`src/rtl/vga_timing_pkg.sv`:
```
// ---------------------------------------------------------------------------
// vga_timing_pkg
// Shared definitions for the VGA raster timing generator:
//   - axis_state_t : region of one raster axis (ACTIVE -> FP -> SYNC -> BP)
//   - CNT_W        : width of the position counters
//   - MAX_TOTAL    : largest axis total the counters can represent
//   - DEF_*        : 640x480@60 timing (800 x 525 total)
//   - axis_total() : total length of an axis from its four region lengths
// ---------------------------------------------------------------------------
package vga_timing_pkg;

    localparam int CNT_W     = 10;
    localparam int MAX_TOTAL = 1 << CNT_W;

    localparam int DEF_H_ACTIVE = 640;
    localparam int DEF_H_FP     = 16;
    localparam int DEF_H_SYNC   = 96;
    localparam int DEF_H_BP     = 48;
    localparam int DEF_V_ACTIVE = 480;
    localparam int DEF_V_FP     = 10;
    localparam int DEF_V_SYNC   = 2;
    localparam int DEF_V_BP     = 33;

    typedef enum logic [1:0] {
        ST_ACTIVE = 2'd0,
        ST_FP     = 2'd1,
        ST_SYNC   = 2'd2,
        ST_BP     = 2'd3
    } axis_state_t;

    function automatic int axis_total(input int len_active, input int len_fp,
                                      input int len_sync, input int len_bp);
        return len_active + len_fp + len_sync + len_bp;
    endfunction

endpackage

```
`src/rtl/vga_axis_counter.sv`:
```
// ---------------------------------------------------------------------------
// vga_axis_counter
// One raster axis: a position counter plus the region state machine that
// tracks which region (ACTIVE/FP/SYNC/BP) the current count lies in.
// Ports:
//   clk, rst  : clock, asynchronous active-high reset
//   adv       : advance by one position this cycle
//   cnt       : current position, 0..TOTAL-1
//   state     : region of the current position
//   wrap      : high in the advancing cycle where cnt is TOTAL-1
// ---------------------------------------------------------------------------
module vga_axis_counter
    import vga_timing_pkg::*;
#(
    parameter int LEN_ACTIVE = DEF_H_ACTIVE,
    parameter int LEN_FP     = DEF_H_FP,
    parameter int LEN_SYNC   = DEF_H_SYNC,
    parameter int LEN_BP     = DEF_H_BP
) (
    input  logic             clk,
    input  logic             rst,
    input  logic             adv,
    output logic [CNT_W-1:0] cnt,
    output axis_state_t      state,
    output logic             wrap
);

    localparam int TOTAL = axis_total(LEN_ACTIVE, LEN_FP, LEN_SYNC, LEN_BP);

    generate
        if (TOTAL > MAX_TOTAL) begin : g_total_too_big
            $error("vga_axis_counter: axis total exceeds counter range");
        end
        if (LEN_ACTIVE < 1 || LEN_FP < 1 || LEN_SYNC < 1 || LEN_BP < 1) begin : g_empty_region
            $error("vga_axis_counter: every region needs at least one position");
        end
    endgenerate

    // Last position of each region; the state moves on when it is consumed.
    localparam logic [CNT_W-1:0] LAST_ACTIVE = CNT_W'(LEN_ACTIVE - 1);
    localparam logic [CNT_W-1:0] LAST_FP     = CNT_W'(LEN_ACTIVE + LEN_FP - 1);
    localparam logic [CNT_W-1:0] LAST_SYNC   = CNT_W'(LEN_ACTIVE + LEN_FP + LEN_SYNC - 1);
    localparam logic [CNT_W-1:0] LAST_BP     = CNT_W'(TOTAL - 1);

    logic [CNT_W-1:0] cnt_q, cnt_d;
    axis_state_t      state_q, state_d;

    assign wrap = adv && (cnt_q == LAST_BP);

    always_comb begin
        cnt_d   = cnt_q;
        state_d = state_q;
        if (adv) begin
            cnt_d = wrap ? '0 : cnt_q + CNT_W'(1);
            case (state_q)
                ST_ACTIVE: if (cnt_q == LAST_ACTIVE) state_d = ST_FP;
                ST_FP:     if (cnt_q == LAST_FP)     state_d = ST_SYNC;
                ST_SYNC:   if (cnt_q == LAST_SYNC)   state_d = ST_BP;
                ST_BP:     if (wrap)                 state_d = ST_ACTIVE;
                default:                             state_d = ST_ACTIVE;
            endcase
        end
    end

    always_ff @(posedge clk or posedge rst) begin
        if (rst) begin
            cnt_q   <= '0;
            state_q <= ST_ACTIVE;
        end else begin
            cnt_q   <= cnt_d;
            state_q <= state_d;
        end
    end

    assign cnt   = cnt_q;
    assign state = state_q;

endmodule

```
`src/rtl/vga_timing_gen.sv`:
```
// ---------------------------------------------------------------------------
// vga_timing_gen
// Free-running VGA raster timing generator. Advances one pixel per clk with
// ce=1; all outputs are registered so the sync pads never glitch.
// Ports:
//   clk, rst     : clock, asynchronous active-high reset
//   ce           : pixel-clock enable
//   hsync, vsync : sync outputs, at level SYNC_POL while asserted
//   de           : display enable (both axes in ACTIVE)
//   x, y         : position of the pixel consumed by the last enabled cycle
//   line_start   : one-clk strobe after consuming x==0
//   frame_start  : one-clk strobe after consuming x==0, y==0
// ---------------------------------------------------------------------------
module vga_timing_gen
    import vga_timing_pkg::*;
#(
    parameter int H_ACTIVE = DEF_H_ACTIVE,
    parameter int H_FP     = DEF_H_FP,
    parameter int H_SYNC   = DEF_H_SYNC,
    parameter int H_BP     = DEF_H_BP,
    parameter int V_ACTIVE = DEF_V_ACTIVE,
    parameter int V_FP     = DEF_V_FP,
    parameter int V_SYNC   = DEF_V_SYNC,
    parameter int V_BP     = DEF_V_BP,
    parameter bit SYNC_POL = 1'b0
) (
    input  logic             clk,
    input  logic             rst,
    input  logic             ce,
    output logic             hsync,
    output logic             vsync,
    output logic             de,
    output logic [CNT_W-1:0] x,
    output logic [CNT_W-1:0] y,
    output logic             line_start,
    output logic             frame_start
);

    logic [CNT_W-1:0] h_cnt, v_cnt;
    axis_state_t      h_state, v_state;
    logic             h_wrap, v_wrap;

    vga_axis_counter #(
        .LEN_ACTIVE(H_ACTIVE), .LEN_FP(H_FP), .LEN_SYNC(H_SYNC), .LEN_BP(H_BP)
    ) u_h_axis (
        .clk(clk), .rst(rst), .adv(ce),
        .cnt(h_cnt), .state(h_state), .wrap(h_wrap)
    );

    // The vertical axis steps once per line: h_wrap already includes ce.
    vga_axis_counter #(
        .LEN_ACTIVE(V_ACTIVE), .LEN_FP(V_FP), .LEN_SYNC(V_SYNC), .LEN_BP(V_BP)
    ) u_v_axis (
        .clk(clk), .rst(rst), .adv(h_wrap),
        .cnt(v_cnt), .state(v_state), .wrap(v_wrap)
    );

    logic             hsync_q, hsync_d;
    logic             vsync_q, vsync_d;
    logic             de_q, de_d;
    logic [CNT_W-1:0] x_q, x_d;
    logic [CNT_W-1:0] y_q, y_d;
    logic             line_start_q, line_start_d;
    logic             frame_start_q, frame_start_d;
    // High while the counters sit at (0,0): set by reset and by the cycle
    // in which both axes wrap together.
    logic             origin_q, origin_d;

    always_comb begin
        hsync_d       = hsync_q;
        vsync_d       = vsync_q;
        de_d          = de_q;
        x_d           = x_q;
        y_d           = y_q;
        origin_d      = origin_q;
        line_start_d  = 1'b0;
        frame_start_d = 1'b0;
        if (ce) begin
            hsync_d       = (h_state == ST_SYNC) ? SYNC_POL : ~SYNC_POL;
            vsync_d       = (v_state == ST_SYNC) ? SYNC_POL : ~SYNC_POL;
            de_d          = (h_state == ST_ACTIVE) && (v_state == ST_ACTIVE);
            x_d           = h_cnt;
            y_d           = v_cnt;
            line_start_d  = (h_cnt == '0);
            frame_start_d = origin_q;
            origin_d      = h_wrap && v_wrap;
        end
    end

    always_ff @(posedge clk or posedge rst) begin
        if (rst) begin
            hsync_q       <= ~SYNC_POL;
            vsync_q       <= ~SYNC_POL;
            de_q          <= 1'b0;
            x_q           <= '0;
            y_q           <= '0;
            line_start_q  <= 1'b0;
            frame_start_q <= 1'b0;
            origin_q      <= 1'b1;
        end else begin
            hsync_q       <= hsync_d;
            vsync_q       <= vsync_d;
            de_q          <= de_d;
            x_q           <= x_d;
            y_q           <= y_d;
            line_start_q  <= line_start_d;
            frame_start_q <= frame_start_d;
            origin_q      <= origin_d;
        end
    end

    assign hsync       = hsync_q;
    assign vsync       = vsync_q;
    assign de          = de_q;
    assign x           = x_q;
    assign y           = y_q;
    assign line_start  = line_start_q;
    assign frame_start = frame_start_q;

endmodule

```
`config.mk`:
```
export PLATFORM = sky130hd
export DESIGN_NAME = vga_timing_gen
export DESIGN_NICKNAME = d
export VERILOG_FILES = /design/src/rtl/vga_timing_pkg.sv /design/src/rtl/vga_axis_counter.sv /design/src/rtl/vga_timing_gen.sv
export SDC_FILE = /design/constraint.sdc
export NUM_CORES = 1
export LEC_CHECK = 0
export ABC_AREA = 1
export CAP_MARGIN = 10
export CORE_AREA = 2 2 71 73
export DETAILED_ROUTE_END_ITERATION = 8
export DIE_AREA = 0 0 73 75
export PLACE_DENSITY_LB_ADDON = 0.2
export RECOVER_POWER = 50
export SLEW_MARGIN = 15
export SYNTH_ARGS = -nofsm -noshare
export SYNTH_HDL_FRONTEND = slang
export SYNTH_HIERARCHICAL = 1
export SYNTH_SLANG_ARGS = --single-unit
```
`constraint.sdc`:
```
create_clock -name clk -period 3.4 [get_ports clk]
set_input_delay 0.68 -clock clk [delete_from_list [all_inputs] [get_ports clk]]
set_output_delay 0.68 -clock clk [all_outputs]
set_load 0.005 [all_outputs]
```
==> parameters.txt <==
Parameter                              Value

Placement
  HPWL reported at the end of detailed placement    3970 microns
  Worst slack after detailed placement    0.585 ns
  IO Port Bufs    27
  Routability congestion estimate from global placement    0.918

Floorplan
  Height of the die    75 microns
  Area of the core    0.00466 sq mm
  Number of primary I/O pins    28
  Standard-cell rows    25
  Die Footprint    0.00548 sq mm
  Initial Utilization    58.9%
  Die width    73 microns

CTS
  Clock latency on the worst-skew pair    0.31 ns
  Clock Pin Slew Worst Setup and Hold Paths    0.09 ns
  Clock tree sinks    50
  CTS H-tree depth    2
  Post-CTS Hold Fix Bufs    0
  TritonCTS clock tree    done
  Maximum number of buffers from clock root to sink    2
  Total clock buffers created by CTS    5
  CTS-repair resized insts    0
  Root buffer selected by CTS    clkbuf_8
  Post-CTS setup buffer count    0

STA
  Max-slew headroom    31.3%
  Final Cycle Share    80.9%
  Final worst path period need    2.75 ns
  Slew at the pin closest to its max-slew limit    1.03 ns
  Number of hold-slack violations in the final timing report    0
  Setup skew after layout    0.00658 ns
  Final setup viols    0
  Unrepaired setup endpoints after global routing    false
  Accumulated negative setup slack    0 ns
  Max-slew violation count    0
  Worst path setup slack after routing    0.649 ns
  WHS    0.475 ns
  FMAX    363 MHz

Drt
  First-pass iteration count of the detailed router    4
  Remaining antenna violation count after routing    0
  DRC marker count from the first detailed-route iteration    219
  Total detailed-routing wirelength    5270 microns
  Vias post-DR    2127
  Average wire length per cell after detail routing    12.5 microns
  Average vias per placed instance    5.05
  Number of remaining DRC errors    0

Yosys
  Synth cell types    32
  Post-synthesis area per instance    8.12 sq um
  Most used flip-flop cell after synthesis    dfrtp_1
  Register area share after synthesis    45.7%
  Biggest area contributors in the synthesized netlist    dfrtp_1, nand2_1, ha_1
  Cell area after synthesis    0.00274 sq mm
  Number of cells produced by synthesis    338
  Synthesized Nets    355
  Proportion of netlist area held by the largest area contributor    42.9%
  Number of enable flip-flop cells after synthesis    0
  Post-synthesis register bit count    50
  Ys Warns    6
  Synth area leader    dfrtp_1
  Share of synthesized flip-flops with an asynchronous set or reset    100%

Worst setup path
  Critical Setup Path Class    in -> reg
  Crit. End Element    flip-flop
  CP arrival    2.95 ns
  Startpoint Class    primary input
  Critical-path maximum fanout    26
  Required arrival time at the worst endpoint    3.60 ns

Pwr
  Maximum ir drop on the vdd rail    0.320 mV
  Leakage    1.58 nW
  Pwr Density    542 mW/mm^2

Final layout
  N_diodes    0
  Signed area change from the synthesized netlist to the final layout    13.7%
  Ratio of cells with drive above 1 in the final layout    12.3%
  Fin nets    383

Global route
  Total track usage    21.2%
  Via count of the first global-routing pass    2027
  Overflow left after global routing    0
  First-pass GRT wire length    9100 microns
  Pin count of the biggest net entering global routing    31
  Antenna violations before repair    0

Job
  Number of violations of the max-capacitance limit    0

Min path
  Class of the most critical hold timing path    reg -> reg

Status
  Status    finished, final reports clean
registers in the layout, summed over array words and instances (netlist names), 2 cells and up:
signal	cells
u_v_axis/state	2
x	10
y	10
u_v_axis/cnt	10
u_h_axis/state	2
u_h_axis/cnt	10
per-stage QoR:
stage	area (sq um)	power (mW)	std cells	util [%]
floorplan	2740	1.15	338	-
global placement	3030	1.32	413	65.0
detailed placement	3030	1.34	413	65.0
CTS	3130	1.70	421	67.1
global route	3120	1.81	421	66.9
finish	3120	1.69	421	66.9
metal layers:
metal | up-vias | share of wire, % | track usage (%)
met4 | 0 | 1.4 | 7.00
met1 | 983 | 50 | 30.0
met3 | 6 | 3.2 | 4.02
met2 | 48 | 45 | 32.8
met5 | - | 0 | 0
li1 | 1090 | - | -
logic make-up (layout without fill, tap and decap cells):
| group | after synthesis | count (layout) | synth area share [%] |
|---|---|---|---|
| flops | 50 | 50 | 45.7 |
| compound gates | 30 | 30 | 5.97 |
| simple gates | 180 | 180 | 31.2 |
| buf+inv | 60 | 89 | 9.39 |
| fa+ha+maj | 14 | 14 | 6.38 |
| xor+xnor | 4 | 4 | 1.28 |
synthesized netlist by cell type, types with 4 or more instances:
cell     count
a21oi_1     10
xor2_1       4
nor2_2       5
nor2_1      22
inv_2        8
o21ai_0      5
nor3_1       7
nand3_1     14
nand2_2      7
inv_1       44
nor2_4       5
nand2_1    105
ha_1        14
nand3_2      5
o21ai_1     10
dfrtp_1     47
worst paths after layout:
path	cells after the start	end	slack [ns]	startpoint
max in group asynchronous	2	line_start	1.75	rst
setup reg to reg	12	u_v_axis/state[1]	0.99	u_h_axis/cnt[0]
min in group asynchronous	2	u_v_axis/cnt[3]	0.87	rst
hold / removal	2	x[0]	0.47	x[0]
hold reg to reg	2	x[0]	0.47	x[0]
setup / recovery	8	u_h_axis/state[0]	0.65	ce
final cells by class:
cell class                 instances  area [sq um]
fill                             416          1540
sequential                        50          1250
multi-input combinational        228          1230
timing repair buffer              28           274
inverter                          53           199
clock buffer                       6          82.6
tap                               54          67.6
clock inverter                     2          12.5
power by group:
part           switching [mW]  internal [mW]  leakage, nW
registers               0.127          0.701        0.584
logic                   0.283          0.216        0.947
clock network           0.201          0.164       0.0472
layout by cell type, fill, tap and decap left out, types with 2 or more instances in the layout:
cell type	n
nor2_4	5
dfstp_2	3
dfrtp_1	47
clkbuf_8	6
inv_2	7
nor3_1	7
a21oi_1	10
or2_2	2
nand3_2	5
nor2_1	23
or2_0	2
o21bai_1	2
nand2_4	2
inv_1	45
o21ai_0	5
clkdlybuf4s50_1	25
dlygate4sd3_1	2
o21ai_1	10
nand2_2	7
xor2_1	4
ha_1	14
nor2_2	4
nand3_1	14
nand2_1	105
critical path, cell delays in order:
cell           delay, ns
dlygate4sd3_1       0.56
clkbuf_1            0.78
inv_1               0.29
or2_0               0.27
nand2_1             0.08
nand2_2             0.08
o21ai_1             0.14
nand2_1             0.06
(Power assumes the default switching activity.)
